`config.mk`:
```
export PLATFORM = sky130hd
export DESIGN_NAME = sram_bus_bridge_flat
export DESIGN_NICKNAME = d
export VERILOG_FILES = /design/src/rtl/sram_bus_bridge_pkg.sv /design/src/rtl/sram_bus_bridge_if.sv /design/src/rtl/sram_bus_bridge_addr_sreg.sv /design/src/rtl/sram_bus_bridge.sv /design/src/flat_wrapper.sv
export SDC_FILE = /design/constraint.sdc
export NUM_CORES = 1
export LEC_CHECK = 0
export CAP_MARGIN = 15
export CORE_ASPECT_RATIO = 0.8
export CORE_MARGIN = 1
export CORE_UTILIZATION = 30
export CTS_CLUSTER_SIZE = 25
export DETAILED_ROUTE_END_ITERATION = 10
export GPL_TIMING_DRIVEN = 0
export PLACE_DENSITY = 0.57
export SLEW_MARGIN = 20
export SYNTH_ARGS = -nofsm -noshare
export SYNTH_HDL_FRONTEND = slang
export SYNTH_HIERARCHICAL = 1
export SYNTH_SLANG_ARGS = --single-unit
```
`constraint.sdc`:
```
create_clock -name clk -period 7.35 [get_ports clk]
set_clock_uncertainty 0.1 [all_clocks]
set_input_delay 0.735 -clock clk [delete_from_list [all_inputs] [get_ports clk]]
set_output_delay 0.735 -clock clk [all_outputs]
set_load 0.05 [all_outputs]
```
`src/rtl/sram_bus_bridge_pkg.sv`:
```
// Shared constants for the AVR<->SRAM bridge: FSM state encodings and wait counter width.
package sram_bus_pkg;

    localparam int WAIT_CNT_W = 4;

    localparam logic [2:0] IDLE     = 3'd0;
    localparam logic [2:0] RD_SETUP = 3'd1;
    localparam logic [2:0] RD_WAIT  = 3'd2;
    localparam logic [2:0] RD_LATCH = 3'd3;
    localparam logic [2:0] WR_SETUP = 3'd4;
    localparam logic [2:0] WR_PULSE = 3'd5;
    localparam logic [2:0] WR_HOLD  = 3'd6;

endpackage

```
`src/rtl/sram_bus_bridge_if.sv`:
```
// Bridge bus bundle: master is the AVR + SRAM side (pins), slave is the bridge core.
interface sram_bus_bridge_if #(
    parameter int ADDR_WIDTH = 21,
    parameter int DATA_WIDTH = 8
);
    logic                  avr_sreg_en;
    logic                  avr_si;
    logic                  avr_oe;
    logic                  avr_we;
    logic                  avr_counter;
    logic [DATA_WIDTH-1:0] avr_data_i;
    logic [DATA_WIDTH-1:0] avr_data_o;
    logic                  avr_data_oe;
    logic [ADDR_WIDTH-1:0] sram_addr;
    logic [DATA_WIDTH-1:0] sram_data_i;
    logic [DATA_WIDTH-1:0] sram_data_o;
    logic                  sram_data_oe;
    logic                  sram_ce_n;
    logic                  sram_oe_n;
    logic                  sram_we_n;
    logic                  busy;
    logic                  done;

    modport master (
        output avr_sreg_en, avr_si, avr_oe, avr_we, avr_counter, avr_data_i, sram_data_i,
        input  avr_data_o, avr_data_oe, sram_addr, sram_data_o, sram_data_oe,
               sram_ce_n, sram_oe_n, sram_we_n, busy, done
    );

    modport slave (
        input  avr_sreg_en, avr_si, avr_oe, avr_we, avr_counter, avr_data_i, sram_data_i,
        output avr_data_o, avr_data_oe, sram_addr, sram_data_o, sram_data_oe,
               sram_ce_n, sram_oe_n, sram_we_n, busy, done
    );

endinterface

```
`src/rtl/sram_bus_bridge_addr_sreg.sv`:
```
// SRAM address register: MSB-first serial load, +1 increment with natural wrap to zero.
module addr_sreg #(
    parameter int ADDR_WIDTH = 21
) (
    input  logic                  clk,
    input  logic                  reset,
    input  logic                  shift_en,
    input  logic                  si,
    input  logic                  inc,
    output logic [ADDR_WIDTH-1:0] addr
);

    // Shift takes priority; the caller only raises inc when no shift is happening.
    always_ff @(posedge clk or posedge reset) begin
        if (reset) begin
            addr <= '0;
        end else if (shift_en) begin
            addr <= {addr[ADDR_WIDTH-2:0], si};
        end else if (inc) begin
            addr <= addr + ADDR_WIDTH'(1);
        end
    end

endmodule

```
`src/rtl/sram_bus_bridge.sv`:
```
// AVR<->SRAM bridge: serial address load, strobe-triggered SRAM read/write FSM with wait states.
module sram_bus_bridge
    import sram_bus_pkg::*;
#(
    parameter int ADDR_WIDTH  = 21,
    parameter int DATA_WIDTH  = 8,
    parameter int WAIT_STATES = 1,
    parameter int AUTO_INC    = 1
) (
    input  logic             clk,
    input  logic             reset,
    sram_bus_bridge_if.slave bus
);

    localparam logic [WAIT_CNT_W-1:0] WS_CNT  = WAIT_CNT_W'(WAIT_STATES);
    localparam logic [WAIT_CNT_W-1:0] WS_LAST = WAIT_CNT_W'(WAIT_STATES - 1);
    localparam logic [WAIT_CNT_W-1:0] CNT_ONE = WAIT_CNT_W'(1);

    logic [2:0]            state;
    logic [WAIT_CNT_W-1:0] wait_cnt;
    logic                  oe_q, we_q, cnt_q;
    logic                  oe_edge, we_edge, cnt_edge;
    logic                  ce_n, oe_n, we_n, sram_oe;
    logic                  rd_valid, done_q, cnt_pending;
    logic [DATA_WIDTH-1:0] avr_data_q, sram_data_q;
    logic                  idle, shift_en, inc_idle, inc_auto;

    assign oe_edge  = oe_q  & ~bus.avr_oe;
    assign we_edge  = we_q  & ~bus.avr_we;
    assign cnt_edge = cnt_q & ~bus.avr_counter;

    assign idle     = (state == IDLE);
    assign shift_en = idle & ~bus.avr_sreg_en;
    assign inc_idle = idle & ~shift_en & (cnt_pending | cnt_edge);
    assign inc_auto = (AUTO_INC != 0) && (state == RD_LATCH || state == WR_HOLD);

    addr_sreg #(.ADDR_WIDTH(ADDR_WIDTH)) u_addr (
        .clk      (clk),
        .reset    (reset),
        .shift_en (shift_en),
        .si       (bus.avr_si),
        .inc      (inc_idle | inc_auto),
        .addr     (bus.sram_addr)
    );

    // Counter edges seen mid-access are remembered once and applied in the first idle cycle.
    always_ff @(posedge clk or posedge reset) begin
        if (reset) begin
            cnt_pending <= 1'b0;
        end else if (!idle) begin
            if (cnt_edge) cnt_pending <= 1'b1;
        end else if (inc_idle) begin
            cnt_pending <= 1'b0;
        end
    end

    always_ff @(posedge clk or posedge reset) begin
        if (reset) begin
            state       <= IDLE;
            wait_cnt    <= '0;
            oe_q        <= 1'b1;
            we_q        <= 1'b1;
            cnt_q       <= 1'b1;
            ce_n        <= 1'b1;
            oe_n        <= 1'b1;
            we_n        <= 1'b1;
            sram_oe     <= 1'b0;
            rd_valid    <= 1'b0;
            done_q      <= 1'b0;
            avr_data_q  <= '0;
            sram_data_q <= '0;
        end else begin
            oe_q   <= bus.avr_oe;
            we_q   <= bus.avr_we;
            cnt_q  <= bus.avr_counter;
            done_q <= 1'b0;
            case (state)
                IDLE: begin
                    if (oe_edge) begin
                        state    <= RD_SETUP;
                        ce_n     <= 1'b0;
                        oe_n     <= 1'b0;
                        rd_valid <= 1'b0;
                    end else if (we_edge) begin
                        state       <= WR_SETUP;
                        sram_data_q <= bus.avr_data_i;
                        ce_n        <= 1'b0;
                        sram_oe     <= 1'b1;
                    end
                end
                RD_SETUP: begin
                    if (WAIT_STATES == 0) begin
                        state <= RD_LATCH;
                    end else begin
                        wait_cnt <= WS_LAST;
                        state    <= RD_WAIT;
                    end
                end
                RD_WAIT: begin
                    if (wait_cnt == '0) state <= RD_LATCH;
                    else                wait_cnt <= wait_cnt - CNT_ONE;
                end
                RD_LATCH: begin
                    avr_data_q <= bus.sram_data_i;
                    rd_valid   <= 1'b1;
                    ce_n       <= 1'b1;
                    oe_n       <= 1'b1;
                    done_q     <= 1'b1;
                    state      <= IDLE;
                end
                WR_SETUP: begin
                    we_n     <= 1'b0;
                    wait_cnt <= WS_CNT;
                    state    <= WR_PULSE;
                end
                WR_PULSE: begin
                    if (wait_cnt == '0) begin
                        we_n  <= 1'b1;
                        state <= WR_HOLD;
                    end else begin
                        wait_cnt <= wait_cnt - CNT_ONE;
                    end
                end
                WR_HOLD: begin
                    ce_n    <= 1'b1;
                    sram_oe <= 1'b0;
                    done_q  <= 1'b1;
                    state   <= IDLE;
                end
                default: state <= IDLE;
            endcase
        end
    end

    assign bus.avr_data_o   = avr_data_q;
    assign bus.avr_data_oe  = rd_valid & ~bus.avr_oe;
    assign bus.sram_data_o  = sram_data_q;
    assign bus.sram_data_oe = sram_oe;
    assign bus.sram_ce_n    = ce_n;
    assign bus.sram_oe_n    = oe_n;
    assign bus.sram_we_n    = we_n;
    assign bus.busy         = ~idle;
    assign bus.done         = done_q;

endmodule

```
`src/flat_wrapper.sv`:
```
// flat-port wrapper written by rule: the top's interface ports become plain ports
module sram_bus_bridge_flat import sram_bus_pkg::*;
#(
    parameter int ADDR_WIDTH  = 21,
    parameter int DATA_WIDTH  = 8,
    parameter int WAIT_STATES = 1,
    parameter int AUTO_INC    = 1
)
  (clk, reset, bus_avr_sreg_en, bus_avr_si, bus_avr_oe, bus_avr_we, bus_avr_counter, bus_avr_data_i, bus_sram_data_i, bus_avr_data_o, bus_avr_data_oe, bus_sram_addr, bus_sram_data_o, bus_sram_data_oe, bus_sram_ce_n, bus_sram_oe_n, bus_sram_we_n, bus_busy, bus_done);
  sram_bus_bridge_if #(.ADDR_WIDTH(ADDR_WIDTH), .DATA_WIDTH(DATA_WIDTH)) bus_i ();
  input  logic clk;
  input  logic reset;
  input wire logic [$bits(bus_i.avr_sreg_en)-1:0] bus_avr_sreg_en;
  input wire logic [$bits(bus_i.avr_si)-1:0] bus_avr_si;
  input wire logic [$bits(bus_i.avr_oe)-1:0] bus_avr_oe;
  input wire logic [$bits(bus_i.avr_we)-1:0] bus_avr_we;
  input wire logic [$bits(bus_i.avr_counter)-1:0] bus_avr_counter;
  input wire logic [$bits(bus_i.avr_data_i)-1:0] bus_avr_data_i;
  input wire logic [$bits(bus_i.sram_data_i)-1:0] bus_sram_data_i;
  output wire logic [$bits(bus_i.avr_data_o)-1:0] bus_avr_data_o;
  output wire logic [$bits(bus_i.avr_data_oe)-1:0] bus_avr_data_oe;
  output wire logic [$bits(bus_i.sram_addr)-1:0] bus_sram_addr;
  output wire logic [$bits(bus_i.sram_data_o)-1:0] bus_sram_data_o;
  output wire logic [$bits(bus_i.sram_data_oe)-1:0] bus_sram_data_oe;
  output wire logic [$bits(bus_i.sram_ce_n)-1:0] bus_sram_ce_n;
  output wire logic [$bits(bus_i.sram_oe_n)-1:0] bus_sram_oe_n;
  output wire logic [$bits(bus_i.sram_we_n)-1:0] bus_sram_we_n;
  output wire logic [$bits(bus_i.busy)-1:0] bus_busy;
  output wire logic [$bits(bus_i.done)-1:0] bus_done;
  assign bus_i.avr_sreg_en = bus_avr_sreg_en;
  assign bus_i.avr_si = bus_avr_si;
  assign bus_i.avr_oe = bus_avr_oe;
  assign bus_i.avr_we = bus_avr_we;
  assign bus_i.avr_counter = bus_avr_counter;
  assign bus_i.avr_data_i = bus_avr_data_i;
  assign bus_i.sram_data_i = bus_sram_data_i;
  assign bus_avr_data_o = bus_i.avr_data_o;
  assign bus_avr_data_oe = bus_i.avr_data_oe;
  assign bus_sram_addr = bus_i.sram_addr;
  assign bus_sram_data_o = bus_i.sram_data_o;
  assign bus_sram_data_oe = bus_i.sram_data_oe;
  assign bus_sram_ce_n = bus_i.sram_ce_n;
  assign bus_sram_oe_n = bus_i.sram_oe_n;
  assign bus_sram_we_n = bus_i.sram_we_n;
  assign bus_busy = bus_i.busy;
  assign bus_done = bus_i.done;
  sram_bus_bridge #(.ADDR_WIDTH(ADDR_WIDTH), .DATA_WIDTH(DATA_WIDTH), .WAIT_STATES(WAIT_STATES), .AUTO_INC(AUTO_INC)) u_core (.clk(clk), .reset(reset), .bus(bus_i));
endmodule
```
==> flow_summary.toml <==
[run_status]
outcome = "finished, final reports clean"

[synthesis]
synth_fa_ha_area_frac = 0.0134
synth_xor_area_frac = 0.0188
synthMuxAreaShare = 0.0792
syn_area_um2 = 2800
synth-edff-count = 0
synth_top_area_cell = "dfrtp_1"
ys_ff_latch = 54
ys.flop_type = "dfrtp_1"
syn-num-nets = 314
ys_seq_area_frac = 0.486
yosysTopAreaCellShare = 0.430
synth_top_family_by_area = "simple AND/OR/NAND/NOR gates"
synth-simple-area-share = 0.215
yosysUniqueCellTypes = 54
synth_cells = 288
synth_area_leaders = "dfrtp_1 (43%), mux2_2 (6.8%), dfstp_2 (5.6%), nand2_1 (4.6%), a21oi_1 (4.1%)"
async_flop_share = 1.00
synth_compound_area_frac = 0.155
yosys_warnings = 6
syn_area_per_cell_um2 = 9.71

[global_routing]
grt.busiest_layer = "met1"
grt_pass1_vias = 2310
gr-usage-met3 = 0.0501
grt_max_degree = 34
antenna_found_initial = 0
grt.overflow.total = 0
use_met2 = 0.211
gr-usage-all-layers = 0.149
grt_pass1_wl_um = 11200
use_met1 = 0.215

[timing]
min_period_over_period = 0.424
slew_headroom = 0.440
setup_viol = 0
worst_pin_slew_ns = 0.834
rsz0062_at_grt = "no"
fmax_ghz = 0.321
fin_crit_ns = 3.12
setup_tns_ns = 0
hold_viol_final = 0
slew_violations = 0

[final_layout]
fillCellCount = 912
final_cell_mix = "clkdlybuf4s50_1 (66), dfrtp_1 (48), nand2_1 (34)"
diodes = 0
final_common_cell = "clkdlybuf4s50_1"
post-route-util = 0.418
drive_gt1_frac = 0.135
seq_area_um2 = 1360
multi_input_area_um2 = 1350
syn2layout_area_growth_pct = 35.2
fin_nets = 387

[worst_setup_path]
cp_max_fo = 7
path_class = "in -> reg"
cpPeakStageDelay_ns = 0.74
startpoint_type = "input port"
cp_slowest_cell = "nor3_1"
path_cells = "clkdlybuf4s50_1 > nor2b_1 > o21ai_0 > o21ai_0 > buf_4 > nand4_1 > nor3_1 > a21oi_1 > or3b_1"
required_ns = 7.42
crit_path_end_kind = "flip-flop"
crit_top_cell = "o21ai_0"
cp.arrival_ns = 3.19

[placement]
io_buffers = 66
gp_congestion = 0.833
dp_hpwl_um = 5020

[drt]
drc = 0
via_per_inst = 5.04
wl_um = 6840
wl_per_cell_um = 14.3
dr.pass1.iters = 4
num_vias = 2406
ant_nets = 0
drt_iter0_drc = 188

[floorplan]
die-area_um2 = 9710
start_util = 0.309
num_rows = 31
die_width_um = 110
pin_count = 67
die_h_um = 88.3
coreArea_um2 = 9040

[clock_tree]
post-cts-setup-buffers = 0
clk_latency_ns = 0.29
cts_hold_buf = 0
cts.sinks = 54
cts-root-buf = "clkbuf_16"
htreeDepth = 2
clk_pin_slew_worst_paths_ns = 0.07
cts_max_path_buffers = 2
cts_buffers = 5
cts_tree = "yes"
ctsResizeCount = 0

[worst_hold_path]
hp-class = "reg -> reg"

[flow_run]
maxCapViolCount = 0

[power_and_ir_drop]
vdd_ir_drop_max_mv = 0.220
p_leak_nw = 1.50
p_per_area_nw_per_um2 = 446
path summary, 6_finish.rpt:
kind / slack [ns] / depth (start not counted) / endpoint / start
hold / removal: 0.36 / 2 / u_core/bus.sram_ce_n / u_core/bus.sram_ce_n
min in group asynchronous: 0.82 / 2 / u_core/wait_cnt[3] / reset
hold reg to reg: 0.36 / 2 / u_core/bus.sram_ce_n / u_core/bus.sram_ce_n
setup / recovery: 4.23 / 9 / u_core/u_addr/addr[19] / bus_avr_counter
max in group asynchronous: 5.76 / 2 / u_core/u_addr/addr[9] / reset
setup reg to reg: 4.32 / 9 / u_core/u_addr/addr[19] / u_core/state[2]
power by group:
part	internal, mW	switching [mW]
logic	0.335	0.578
clock network	0.163	0.110
registers	0.408	0.0929
total	0.906	0.781
cells in the mapped netlist, types with 2 or more instances:
cell / number
nor2b_1: 10
buf_2: 5
nor2_1: 25
o211ai_1: 4
ha_1: 3
nand2_1: 34
buf_1: 2
nor4_1: 5
or2_2: 4
nand3_1: 8
nand4b_1: 3
a31oi_1: 2
xor2_1: 2
o21ai_0: 20
nand4_1: 3
o221ai_1: 2
dfrtp_1: 48
a21oi_1: 23
mux2_2: 17
dfstp_2: 6
nor3_1: 5
mux2i_1: 3
nand3b_1: 3
nand2b_1: 5
xnor2_1: 4
a211oi_1: 2
a21boi_0: 2
inv_1: 11
clkbuf_1: 2
logic make-up after synthesis:
logic type / after synthesis
muxes: 20
adders and majority gates: 3
and+or+nand+nor: 116
xor gates and xnor gates: 6
buffers and inverters: 21
DFF: 54
AOI/OAI and AO/OA: 68
area by class of cell:
type	count	area share
clock inverters	3	0.0129
inverters	11	0.0109
plain buffers	10	0.0126
clock buffers	5	0.0331
flip-flops and latches	54	0.359
well taps	115	0.0381
multi-input cells	213	0.358
repair buffers	66	0.175
per-stage QoR:
step	area [µm²]	std cells	hold WS (ns)	power [mW]	worst slack, ns
after global routing	3780	477	0.399	1.79	3.94
after global placement	3600	469	0.350	1.41	3.90
after detailed placement	3600	469	0.354	1.42	3.84
after floorplan	2800	288	0.381	1.14	4.49
final	3780	477	0.360	1.69	4.23
after CTS	3770	477	0.365	1.70	4.15
registers in the layout, indices dropped and copies added (netlist names), 3 cells and up:
| signal | flops |
|---|---|
| u_core/bus.avr_data_o | 8 |
| u_core/state | 3 |
| u_core/u_addr/addr | 21 |
| u_core/wait_cnt | 4 |
| u_core/bus.sram_data_o | 8 |
critical path, delay by kind of cell:
family,cells,cell delay [ns]
compound gates,3,0.39
buf+inv,2,0.62
simple gates,4,1.45
layer usage:
metal | share of wire | up-vias
met3 | 0.086 | 2
met5 | 0 | -
met1 | 0.49 | 1143
met2 | 0.41 | 78
li1 | - | 1183
met4 | 0.0054 | 0
(Power assumes the default switching activity.)
==> RTL change, RTL diff (config.mk and constraints unchanged) <==
`AUTO_INC` is set to 1 in 2 places; all go to 0.
--- a/src/rtl/sram_bus_bridge.sv
+++ b/src/rtl/sram_bus_bridge.sv
@@ -6,5 +6,5 @@
     parameter int DATA_WIDTH  = 8,
     parameter int WAIT_STATES = 1,
-    parameter int AUTO_INC    = 1
+    parameter int AUTO_INC    = 0
 ) (
     input  logic             clk,
--- a/src/flat_wrapper.sv
+++ b/src/flat_wrapper.sv
@@ -5,5 +5,5 @@
     parameter int DATA_WIDTH  = 8,
     parameter int WAIT_STATES = 1,
-    parameter int AUTO_INC    = 1
+    parameter int AUTO_INC    = 0
 )
   (clk, reset, bus_avr_sreg_en, bus_avr_si, bus_avr_oe, bus_avr_we, bus_avr_counter, bus_avr_data_i, bus_sram_data_i, bus_avr_data_o, bus_avr_data_oe, bus_sram_addr, bus_sram_data_o, bus_sram_data_oe, bus_sram_ce_n, bus_sram_oe_n, bus_sram_we_n, bus_busy, bus_done);
Check against the original RTL: not equivalent (a bounded check fails within 10 cycles, from zero or initial values and one cycle with reset high).
==> RTL change against the original RTL <==
Synthesized area rose by 0.98%; combinational power fell by 6.2%; non-clock buffer count rose by 3; sequential cell count did not move; count of clock-buffer cells in the layout rose by 2; die area rose by 0.97%; total power fell by 7.4%; wire length rose by 0.38%; fmax rose by 2.3%; final area fell by 0.17%; worst setup slack improved by 0.070 ns.
==> RTL change: results (changes against the original RTL) <==
Outcome
  • Run status: finished clean

Finish
  • Ant diodes: 0 (unchanged)
  • Layout net count: 382 (-1.3%)
  • Top reg by flops: u_core/u_addr/addr
  • Flip-flop count of the largest register after layout: 21 (unchanged)
  • Layout cells sized above 1: 13.4% (-0.091 points)

Global route
  • Total GRT Usage: 14.5% (-0.40 points)
  • Vias in the first global route: 2265 (-1.9%)
  • First-pass GRT wire length: 11500 µm (+2.2%)
  • Largest net degree at the start of global routing: 34 (unchanged)

Setup path
  • Critical Path Sink: u_core/u_addr/addr[19]$_DFFE_PP0P_
  • Max stage delay on crit path: 0.70 ns (-0.04 ns)
  • Critical path arrival: 3.11 ns (-0.08 ns)
  • Delay-heaviest family, CP: simple AND/OR/NAND/NOR gates
  • Worst setup path startpoint: bus_avr_counter
  • Slowest cell on crit path: nor3_1
  • R2R setup slack: 4.59 ns (+0.27 ns)
  • R2R Path Start: u_core/state[2]$_DFFE_PP0P_

Placed design
  • PortBufs: 66 (unchanged)
  • GPL Wtd Cong: 0.828 (-0.49%)
  • Post-DP HPWL: 4880 µm (-2.9%)
  • Dpl ws: 4.02 ns (+0.185 ns)

Hold path
  • Hold Path End: u_core/rd_valid$_DFFE_PP0P_
  • Hold depth: 1 (-1)
  • Hold_sp: u_core/rd_valid$_DFFE_PP0P_

Route
  • Via count: 2433 (+1.1%)
  • Routed len/inst: 14.5 µm (+1.4%)
  • TritonRoute pass-1 iters: 4 (unchanged)
  • Starting DRT DRC Count: 90 (-52%)

Timing
  • Setup ws final: 4.30 ns (+0.0700 ns)
  • Least-Margin Pin Slew: 0.844 ns (+0.00942 ns)
  • Worst hold slack: 0.376 ns (+0.0158 ns)

CTS
  • Max clock buf depth: 2 (unchanged)
  • Clock transition at the registers of the reported paths: 0.07 ns (about the same)
  • Post-CTS Resized: 0 (unchanged)

Synth
  • Post-Syn Nets: 309 (-1.6%)
  • Leading cell types by count after synthesis: dfrtp_1, nand2_1, a21oi_1, o21ai_0, nor2_1
  • Ys async rst share: 100% (unchanged)
  • Synthesis Warnings: 6 (unchanged)
  • Unique masters post-synth: 61 (+13%)
  • Sequential-to-total area share from yosys stat: 48.1% (-0.47 points)
  • Ranking of synthesized cells by area: dfrtp_1, dfstp_2, nand2_1

Power
  • Worst IR Drop VDD: 233 µV (+5.9%)
  • Leakage power: 1.50 nW (about the same)
## RTL change: changes by cell type after synthesis, sizes merged, moves of 3 or more
cell and change:
nor2b -5, or2 -3, nor2 -8, a21o +3
## RTL change: routing by layer
metal / up-vias / GRT usage [%] / routed length, µm / share of wire (%)
li1: 1163 / - / - / -
met1: 1175 / 22.0 / 3390 / 49
met2: 91 / 21.6 / 2990 / 44
met3: 4 / 2.53 / 448 / 6.5
met4: 0 / 2.67 / 34 / 0.50
met5: - / 0 / 0 / 0
## RTL change: where the power goes
part	internal (mW)	leakage, nW	switching, mW	total [mW]
sequential	0.402	0.673	0.0757	0.477
clock	0.127	0.0641	0.101	0.228
combinational	0.326	0.760	0.531	0.856
## RTL change: through the flow
| step | power (mW) | cells | instance area, µm² |
|---|---|---|---|
| final | 1.56 | 472 | 3770 |
| after global routing | 1.66 | 472 | 3770 |
| after CTS | 1.58 | 472 | 3770 |
| after detailed placement | 1.34 | 464 | 3630 |
| after global placement | 1.32 | 464 | 3630 |
| after floorplan | 1.08 | 283 | 2820 |
## RTL change: final cells by class
cell class                 instances  area, µm²
inverter                          10       37.5
clock inverter                     1       7.51
clock buffer                       7        133
tap                              115        144
multi-input combinational        206       1360
timing repair buffer              66        661
sequential                        54       1360
buffer                            13       71.3
fill                             903       5300
## RTL change: kinds of logic (layout without fill, tap and decap cells)
kind of cell / after synthesis / count (layout) / synth area share, %
simple gates: 108 / 108 / 20.8
compound gates: 69 / 69 / 15.2
flops: 54 / 54 / 48.1
buf+inv: 23 / 97 / 3.86
mux: 19 / 19 / 8.51
xor+xnor: 7 / 7 / 2.17
fa+ha+maj: 3 / 3 / 1.33
